**config.mk**
```make
export PLATFORM = sky130hd
export DESIGN_NAME = disp2bcd_entry
export DESIGN_NICKNAME = d
export VERILOG_FILES = /design/src/rtl/disp_chars_pkg.sv /design/src/rtl/char_classify.sv /design/src/rtl/disp2bcd_entry.sv
export SDC_FILE = /design/constraint.sdc
export NUM_CORES = 1
export LEC_CHECK = 0
export ABC_CLOCK_PERIOD_IN_PS = 2180
export BUFFER_PORTS_ARGS = -buffer_cell sky130_fd_sc_hd__clkbuf_2
export CAP_MARGIN = 20
export CORE_AREA = 2 2 80 82
export CTS_CLUSTER_SIZE = 10
export DETAILED_ROUTE_END_ITERATION = 10
export DIE_AREA = 0 0 82 84
export PLACE_DENSITY = 0.78
export SLEW_MARGIN = 5
export SYNTH_ARGS = -nofsm -noshare
export SYNTH_HDL_FRONTEND = slang
export SYNTH_HIERARCHICAL = 1
export SYNTH_SLANG_ARGS = --single-unit
```
**constraint.sdc**
```tcl
create_clock -name clk -period 2.18 [get_ports clk]
set_input_delay 0.327 -clock clk [delete_from_list [all_inputs] [get_ports clk]]
set_output_delay 0.327 -clock clk [all_outputs]
set_load 0.03 [all_outputs]
```
**src/rtl/disp_chars_pkg.sv**
```systemverilog
// Character codes, BCD markers and shared enums for the display/entry path.
// Shared by disp2bcd_entry and bcd2disp so both sides agree on the encoding.
package disp_chars_pkg;

  localparam logic [7:0] CHAR_0            = 8'h30;
  localparam logic [7:0] CHAR_1            = 8'h31;
  localparam logic [7:0] CHAR_2            = 8'h32;
  localparam logic [7:0] CHAR_3            = 8'h33;
  localparam logic [7:0] CHAR_4            = 8'h34;
  localparam logic [7:0] CHAR_5            = 8'h35;
  localparam logic [7:0] CHAR_6            = 8'h36;
  localparam logic [7:0] CHAR_7            = 8'h37;
  localparam logic [7:0] CHAR_8            = 8'h38;
  localparam logic [7:0] CHAR_9            = 8'h39;
  localparam logic [7:0] CHAR_BLANK        = 8'h20;
  localparam logic [7:0] CHAR_PERIOD       = 8'h2E;
  localparam logic [7:0] CHAR_HYPHEN_MINUS = 8'h2D;
  localparam logic [7:0] CHAR_ASTERISK     = 8'h2A;
  localparam logic [7:0] CHAR_CR           = 8'h0D;
  localparam logic [7:0] CHAR_BACKSPACE    = 8'h08;
  localparam logic [7:0] CHAR_ESC          = 8'h1B;

  localparam logic [3:0] BCD_PERIOD = 4'hF;

  typedef enum logic [1:0] {
    ENTRY = 2'd0,
    ERROR = 2'd1,
    DONE  = 2'd2
  } entry_state_t;

  typedef enum logic [2:0] {
    CC_DIGIT     = 3'd0,
    CC_PERIOD    = 3'd1,
    CC_MINUS     = 3'd2,
    CC_BLANK     = 3'd3,
    CC_BACKSPACE = 3'd4,
    CC_ESC       = 3'd5,
    CC_CR        = 3'd6,
    CC_OTHER     = 3'd7
  } char_class_t;

endpackage

```
**src/rtl/char_classify.sv**
```systemverilog
// Combinational character decoder: maps a character code to its class and,
// for decimal digits, the BCD value.
module char_classify
  import disp_chars_pkg::*;
(
  input  logic [7:0]  char_in,
  output char_class_t char_class,
  output logic [3:0]  digit
);

  // Digits '0'..'9' carry their value in the low nibble of the code
  always_comb begin
    char_class = CC_OTHER;
    digit      = 4'h0;
    if ((char_in >= CHAR_0) && (char_in <= CHAR_9)) begin
      char_class = CC_DIGIT;
      digit      = char_in[3:0];
    end else begin
      case (char_in)
        CHAR_PERIOD:       char_class = CC_PERIOD;
        CHAR_HYPHEN_MINUS: char_class = CC_MINUS;
        CHAR_BLANK:        char_class = CC_BLANK;
        CHAR_BACKSPACE:    char_class = CC_BACKSPACE;
        CHAR_ESC:          char_class = CC_ESC;
        CHAR_CR:           char_class = CC_CR;
        default:           char_class = CC_OTHER;
      endcase
    end
  end

endmodule

```
**src/rtl/disp2bcd_entry.sv**
```systemverilog
// Serial character-entry parser building a sign + right-aligned BCD value;
// a carriage return commits it through a valid/ready output handshake.
module disp2bcd_entry
  import disp_chars_pkg::*;
#(
  parameter int DIGITS    = 10,
  parameter bit ALLOW_DOT = 1'b1
) (
  input  logic                         clk,
  input  logic                         reset_n,
  input  logic [7:0]                   char_in,
  input  logic                         char_valid,
  output logic                         char_ready,
  output logic                         sign,
  output logic [4*DIGITS-1:0]          bcd,
  output logic [$clog2(DIGITS+1)-1:0]  n_digits,
  output logic                         out_valid,
  output logic                         out_err,
  input  logic                         out_ready
);

  localparam int NW = $clog2(DIGITS + 1);
  localparam int BW = 4 * DIGITS;
  localparam logic [NW-1:0] N_MAX  = NW'(DIGITS);
  localparam logic [NW-1:0] N_ONE  = NW'(1);
  localparam logic [NW-1:0] N_ZERO = NW'(0);

  entry_state_t    state_q, state_d;
  logic [BW-1:0]   bcd_q, bcd_d;
  logic            sign_q, sign_d;
  logic [NW-1:0]   n_q, n_d;
  logic            dot_q, dot_d;
  logic            out_valid_q, out_valid_d;
  logic            out_err_q, out_err_d;
  logic            char_ready_q, char_ready_d;

  char_class_t     cls_s;
  logic [3:0]      digit_s;
  logic            char_xfer_s;
  logic            has_room_s;
  logic            empty_s;
  logic            lead_zero_s;

  char_classify u_classify (
    .char_in    (char_in),
    .char_class (cls_s),
    .digit      (digit_s)
  );

  assign char_ready = char_ready_q;
  assign sign       = sign_q;
  assign bcd        = bcd_q;
  assign n_digits   = n_q;
  assign out_valid  = out_valid_q;
  assign out_err    = out_err_q;

  // Next-state and datapath update for one accepted character or commit
  always_comb begin
    state_d     = state_q;
    bcd_d       = bcd_q;
    sign_d      = sign_q;
    n_d         = n_q;
    dot_d       = dot_q;
    out_valid_d = out_valid_q;
    out_err_d   = out_err_q;
    char_xfer_s = char_valid & char_ready_q;
    has_room_s  = (n_q < N_MAX);
    empty_s     = (n_q == N_ZERO);
    // A zero typed into an empty, unsigned value adds nothing to it
    lead_zero_s = empty_s & ~sign_q & ~dot_q & (digit_s == 4'h0);

    case (state_q)
      ENTRY: begin
        if (char_xfer_s) begin
          case (cls_s)
            CC_DIGIT: begin
              if (!has_room_s) begin
                state_d = ERROR;
              end else if (lead_zero_s) begin
                n_d = n_q;
              end else begin
                bcd_d = {bcd_q[BW-5:0], digit_s};
                n_d   = n_q + N_ONE;
              end
            end
            CC_PERIOD: begin
              if (ALLOW_DOT && !dot_q && has_room_s) begin
                bcd_d = {bcd_q[BW-5:0], BCD_PERIOD};
                n_d   = n_q + N_ONE;
                dot_d = 1'b1;
              end else begin
                state_d = ERROR;
              end
            end
            CC_MINUS: begin
              if (empty_s && !sign_q) begin
                sign_d = 1'b1;
              end else begin
                state_d = ERROR;
              end
            end
            CC_BLANK: state_d = ENTRY;
            CC_BACKSPACE: begin
              // With no digits left, backspace removes the sign instead
              if (!empty_s) begin
                bcd_d = {4'h0, bcd_q[BW-1:4]};
                n_d   = n_q - N_ONE;
                if (bcd_q[3:0] == BCD_PERIOD) begin
                  dot_d = 1'b0;
                end else begin
                  dot_d = dot_q;
                end
              end else begin
                sign_d = 1'b0;
              end
            end
            CC_ESC: begin
              bcd_d  = {BW{1'b0}};
              sign_d = 1'b0;
              n_d    = N_ZERO;
              dot_d  = 1'b0;
            end
            CC_CR: begin
              if (empty_s) begin
                sign_d = 1'b0;
              end else begin
                sign_d = sign_q;
              end
              state_d     = DONE;
              out_valid_d = 1'b1;
              out_err_d   = 1'b0;
            end
            default: state_d = ERROR;
          endcase
        end else begin
          state_d = ENTRY;
        end
      end

      ERROR: begin
        if (char_xfer_s && (cls_s == CC_CR)) begin
          state_d     = DONE;
          out_valid_d = 1'b1;
          out_err_d   = 1'b1;
        end else if (char_xfer_s && (cls_s == CC_ESC)) begin
          state_d = ENTRY;
          bcd_d   = {BW{1'b0}};
          sign_d  = 1'b0;
          n_d     = N_ZERO;
          dot_d   = 1'b0;
        end else begin
          state_d = ERROR;
        end
      end

      DONE: begin
        if (out_valid_q && out_ready) begin
          state_d     = ENTRY;
          out_valid_d = 1'b0;
          out_err_d   = 1'b0;
          bcd_d       = {BW{1'b0}};
          sign_d      = 1'b0;
          n_d         = N_ZERO;
          dot_d       = 1'b0;
        end else begin
          state_d = DONE;
        end
      end

      default: begin
        state_d     = ENTRY;
        out_valid_d = 1'b0;
        out_err_d   = 1'b0;
      end
    endcase

    char_ready_d = (state_d != DONE);
  end

  // State and output registers
  always_ff @(posedge clk or negedge reset_n) begin
    if (!reset_n) begin
      state_q      <= ENTRY;
      bcd_q        <= {BW{1'b0}};
      sign_q       <= 1'b0;
      n_q          <= N_ZERO;
      dot_q        <= 1'b0;
      out_valid_q  <= 1'b0;
      out_err_q    <= 1'b0;
      char_ready_q <= 1'b1;
    end else begin
      state_q      <= state_d;
      bcd_q        <= bcd_d;
      sign_q       <= sign_d;
      n_q          <= n_d;
      dot_q        <= dot_d;
      out_valid_q  <= out_valid_d;
      out_err_q    <= out_err_d;
      char_ready_q <= char_ready_d;
    end
  end

endmodule

```
======== Yosys cells after proc, flatten, opt, wreduce, memory -nomap -nowiden ========
Index checks and enable logic that the tools add are counted.
cells by class
  add/sub/neg operators ................... 2
  order comparisons ....................... 3
  equal/unequal tests ..................... 32
  mux-type cells .......................... 53
  bitwise operators ....................... 6
  reduce and logical (&&, ||, !) cells .... 19
operators with widths
  operator                                              number
  two-way mux 40 bit                                    8
  one-hot mux 40 bit (4 select lines)                   1
  one-hot mux 40 bit (3 select lines)                   1
  two-way mux 4 bit                                     9
  equality test 8 x 6 -> 1 bit (second input constant)  3
  inequality test 3 bit (second input constant)         7
  one-hot mux 1 bit (3 select lines)                    6
  one-hot mux 3 bit (6 select lines)                    1
  equality test 8 x 4 -> 1 bit (second input constant)  2
  two-way mux 1 bit                                     16
  one-hot mux 4 bit (4 select lines)                    1
  inequality test 2 bit (second input constant)         7
  two-way mux 2 bit                                     6
  one-hot mux 2 bit (6 select lines)                    1
  one-hot mux 4 bit (3 select lines)                    1
  AND reduction 10 bit                                  1
  equality test 3 bit (second input constant)           3
  AND reduction 9 bit                                   1
  equality test 8 x 5 -> 1 bit (second input constant)  1
  >= comparator 8 x 6 -> 1 bit (second input constant)  1
  <= comparator 8 x 6 -> 1 bit (second input constant)  1
  zero test 4 bit                                       2
  AND reduction 8 bit                                   1
  equality test 3 x 2 -> 1 bit (second input constant)  2
  other kinds (21)                                      32
storage, ports and cells
  register bits ........................... 51
  bits of input ports ..................... 12
  output and inout bits ................... 48
  word-level logic and storage cells ...... 123

======== Logic depth before layout (Yosys ltp) ========
  depth in word-level cells ............... 10
  depth in mapped cells ................... 12
  mapped depth without buffers ............ 11

======== Modules after synthesis ========
The synthesis kept the hierarchy.
modules (own cells, without submodules)
  module          instances  cells an instance  area an instance (µm²)  seq. area each (µm²)
  disp2bcd_entry  1          343                3,086.7                 1,277.5
  char_classify   1          24                 167.7                   0.0

======== Worst setup path after synthesis ========
Ideal clock, no wire load.
  path kind ............................... input port to flip-flop
  start ................................... input char_in[7]
  end ..................................... register n_q[3], in the netlist n_digits[3]
  setup time .............................. 0.129 ns
  data arrival time ....................... 2.966 ns
  required time ........................... 2.051 ns
  path slack .............................. -0.915 ns
  stages on the path ...................... 12
  buffers on the path ..................... 2
  path through ............................ or4b_1 > a211oi_1 > nor2_1 > buf_2 > clkbuf_1 > nor2_1 > ha_1 > a21o_1 > a21oi_1 > nor4_1 > a2111oi_2 > o2bb2ai_1
between the ends
  longest elaborated chain between the ends .. 7
  elaborated cells between the ends (all ways) .. 32
  those cells by class .................... 2 x order compare; 17 x eq/ne; 6 x mux; 1 x bitwise; 6 x reduce/logical
ends and longest elaborated chain
  element                                                                            RTL line                                     RTL
  from (decl)                                                                        disp2bcd_entry.sv:11                         input logic [7:0] char_in,
  >= comparator 8 x 6 -> 1 bit (tied with other cells)                               char_classify.sv:15                          if ((char_in >= CHAR_0) && (char_in <= CHAR_9)) begin
  logical AND 1 bit / one-hot mux 3 bit (6 select lines) (equally long branches)     char_classify.sv:15, char_classify.sv:19
  two-way mux 3 bit *                                                                char_classify.sv:15
  net cls_s[0]                                                                       disp2bcd_entry.sv:37                         char_class_t cls_s;
  equality test 3 bit (tied with other cells)                                        disp2bcd_entry.sv:75, disp2bcd_entry.sv:145
  one-hot mux 4 bit (4 select lines) (tied with other cells)                         disp2bcd_entry.sv:75                         case (cls_s)
  two-way mux 4 bit / inequality test 2 bit (equally long branches)                  --
  one-hot mux 4 bit (3 select lines) / AND reduction 10 bit (equally long branches)  --
  to (signal assigned)                                                               disp2bcd_entry.sv:195                        n_q <= n_d;
  to (decl)                                                                          disp2bcd_entry.sv:31                         logic [NW-1:0] n_q, n_d;
The timed path passes the listed nets; every way through them passes the cells marked *. The select of a mux whose other input is x is not followed.
A chain may end at the register's enable or synchronous reset.

======== Worst setup path in the final report ========
  start ................................... input char_in[6]
  end ..................................... register bcd_q[15], in the netlist bcd[15]
between the ends
  longest elaborated chain between the ends .. 7
  elaborated cells between the ends (all ways) .. 32
  those cells by class .................... 2 x order compare; 17 x eq/ne; 6 x mux; 1 x bitwise; 6 x reduce/logical
ends and longest elaborated chain
  element                                                                             RTL line                                     RTL
  >= comparator 8 x 6 -> 1 bit (tied with other cells)                                char_classify.sv:15
  logical AND 1 bit / one-hot mux 3 bit (6 select lines) (equally long branches)      char_classify.sv:15, char_classify.sv:19
  two-way mux 3 bit *                                                                 char_classify.sv:15
  net cls_s[1]                                                                        disp2bcd_entry.sv:37
  equality test 3 bit (tied with other cells)                                         disp2bcd_entry.sv:75, disp2bcd_entry.sv:145
  one-hot mux 40 bit (4 select lines) (tied with other cells)                         disp2bcd_entry.sv:75
  two-way mux 40 bit / inequality test 2 bit (equally long branches)                  --
  one-hot mux 40 bit (3 select lines) / AND reduction 10 bit (equally long branches)  --
  to (signal assigned)                                                                disp2bcd_entry.sv:184                        bcd_q <= {BW{1'b0}};
  to (decl)                                                                           disp2bcd_entry.sv:29                         logic [BW-1:0] bcd_q, bcd_d;
Marks and branches as above.

==> results.toml <==
[finish]
layout_common_cells = "57 x clkbuf_2, 54 x buf_4, 50 x dfrtp_1, 36 x a21oi_1, 30 x and3_1"
fill_cells = 308
drive_gt1_frac = 0.532
antenna_cells = 0
nets = 495
final_common_cell = "clkbuf_2"
area_growth_syn_to_layout_pct = 59.4

[synthesis]
ys_async_sr_fraction = 1.00
synth-edff-count = 0
synth_seq_cells = 51
synthesis.area_um2 = 3250
ys.flop_type = "dfrtp_1"
yosys_warnings = 6
yosysSeqAreaShare = 0.393
syn_area_per_cell_um2 = 8.87
syn_inst = 367
synth_fp_nets = 386
synth_cell_types = 57

[route]
dr.pass1.iters = 5
vias = 3822
drtIter0Drc = 272
drt_wl_total_um = 12900
post-route-drc-count = 0
wire_per_inst_um = 23.4
avgViaCountPerCell = 6.91
ant_nets = 0

[die]
die_h_um = 84
placementRows = 29
fp.coreArea_um2 = 6100
die_w_um = 82
die_area_um2 = 6890
initial_core_util = 0.534
ios = 60

[sta]
hold_viol = 17
fin_ws_ns = -0.317
slew_headroom = 0.518
setup_viol = 46
clock_skew_ns = 0.00932
slew_violations = 0
rsz0062_at_grt = "yes"
min_period_ns = 2.50
tightest_slew_ns = 0.717
period_share = 1.15
hold-worst-slack_ns = -0.0183
fin_setup_tns_ns = -9.12
timing.fmax_mhz = 401

[power]
ir_worst_vdd_v = 0.000705
powerDensity_nw_per_um2 = 906
power.leakage_nw = 2.51

[global_routing]
grt_pass1_vias = 3566
gr-total-overflow = 0
grt_max_degree = 43
grt_usage = 0.350
grt_pass1_wl_um = 18400
antenna_found_initial = 0

[worst_setup_path]
startpoint_type = "primary input"
cp_max_fo = 8
critical_path_class = "primary input to register"
required_ns = 2.37
critPathArrivalTime_ns = 2.69
endpoint_kind = "register"

[placement]
gp_congestion = 0.853
portBuffers = 59
dp_hpwl_um = 6330
post-place-ws_ns = -0.636

[worst_hold_path]
hp-class = "primary input to asynchronous set/reset pin"

[clocking]
cts_sinks = 51
cts_buffers = 5
clockRootBuffer = "clkbuf_8"
cts_hold_buffers = 0
ctsLongestPathBuffers = 2
tritoncts = "built"
clk_pin_slew_ns = 0.10
h-tree-depth = 2
clock_latency_ns = 0.33

[outcome]
violations = "negative hold slack, negative setup slack"
outcome = "finished with violations"

[run]
cap_violations = 0
==> Yosys cell counts, types with 3 or more instances <==
library cell   n  area [um2]
a21oi_1       42         210
a21o_1         3        22.5
o21ai_1       10        50.1
ha_1           6        75.1
clkbuf_1      22        82.6
o21ai_0       37         185
nor3_1         8        40.0
o41ai_1       38         333
buf_6          3        33.8
buf_2          9        45.0
clkbuf_2       3        15.0
nor2b_1        3        18.8
dfrtp_1       50        1250
nor2_1        20        75.1
nand2_1       12        45.0
a221oi_1       4        35.0
and3_1        31         194
inv_1         13        48.8
mux2i_1        4        40.0
and2_1         3        18.8
==> state kept, by name, summed over array words and instances (netlist names) <==
name	flops
bcd	40
char_ready	1
dot_q	1
n_digits	4
out_err	1
out_valid	1
sign	1
state_q	2
==> path summary, 6_finish.rpt <==
check                             from    endpoint  slack (ns)  cells after the start
min                            reset_n     out_err       -0.02                      1
min in group clk            char_valid  state_q[1]        0.51                      4
max in group asynchronous      reset_n     bcd[20]        1.62                      2
max reg2reg                n_digits[1]     bcd[15]       -0.10                      8
max                         char_in[6]     bcd[15]       -0.32                     13
min reg2reg                    out_err     out_err        0.52                      2
==> critical path, cell delays in order <==
cell	delay [ns]
buf_6	0.09
or4b_4	0.56
nor3_4	0.20
nor3_2	0.07
buf_4	0.15
a21oi_4	0.13
nand2_2	0.10
o221a_4	0.38
buf_8	0.17
buf_12	0.13
buf_16	0.14
o21ai_1	0.13
o41ai_1	0.10
==> layer usage <==
metal  up-vias  part of all wire  GRT usage
met3        48             0.070     0.0444
met2       233              0.51      0.589
met1      1900              0.38      0.449
li1       1641                 -          -
met5         -                 0          0
met4         0             0.032      0.136
==> cell families after synthesis <==
logic type      count (synthesis)  share of synthesized area
buf+inv                        50                     0.0692
mux                             7                     0.0238
xor+xnor                        1                    0.00269
simple gates                   96                      0.168
fa+ha+maj                       7                     0.0292
compound gates                155                      0.314
flops                          51                      0.393
==> metrics by stage <==
step                std cells  power (mW)  cell area (um2)  utilization
floorplan                 367        2.15             3330            -
global placement          519        2.65             3970        0.652
detailed placement        519        2.68             3970        0.652
CTS                       549        4.09             4770        0.783
global route              553        4.85             5190        0.851
finish                    553        4.70             5190        0.851
==> cell type report <==
cell class | count | area (um2) | area share
clock buffer | 6 | 82.6 | 0.0159
clock inverter | 1 | 5.00 | 0.000965
timing repair buffer | 139 | 1180 | 0.228
multi-input combinational | 266 | 2500 | 0.481
tap | 77 | 96.3 | 0.0186
sequential | 51 | 1280 | 0.246
inverter | 13 | 48.8 | 0.00941
==> power by group <==
group | total [mW] | switching (mW) | internal [mW]
registers | 1.13 | 0.116 | 1.01
clock network | 0.602 | 0.352 | 0.251
logic | 2.97 | 1.79 | 1.18
==> timing repair <==
item	in CTS	in global routing
setup endpoints to repair	46	49
setup buffers	19	2
gates resized for setup	102	73
gates cloned	5	3
pin swaps	15	13
(Power assumes the default switching activity.)
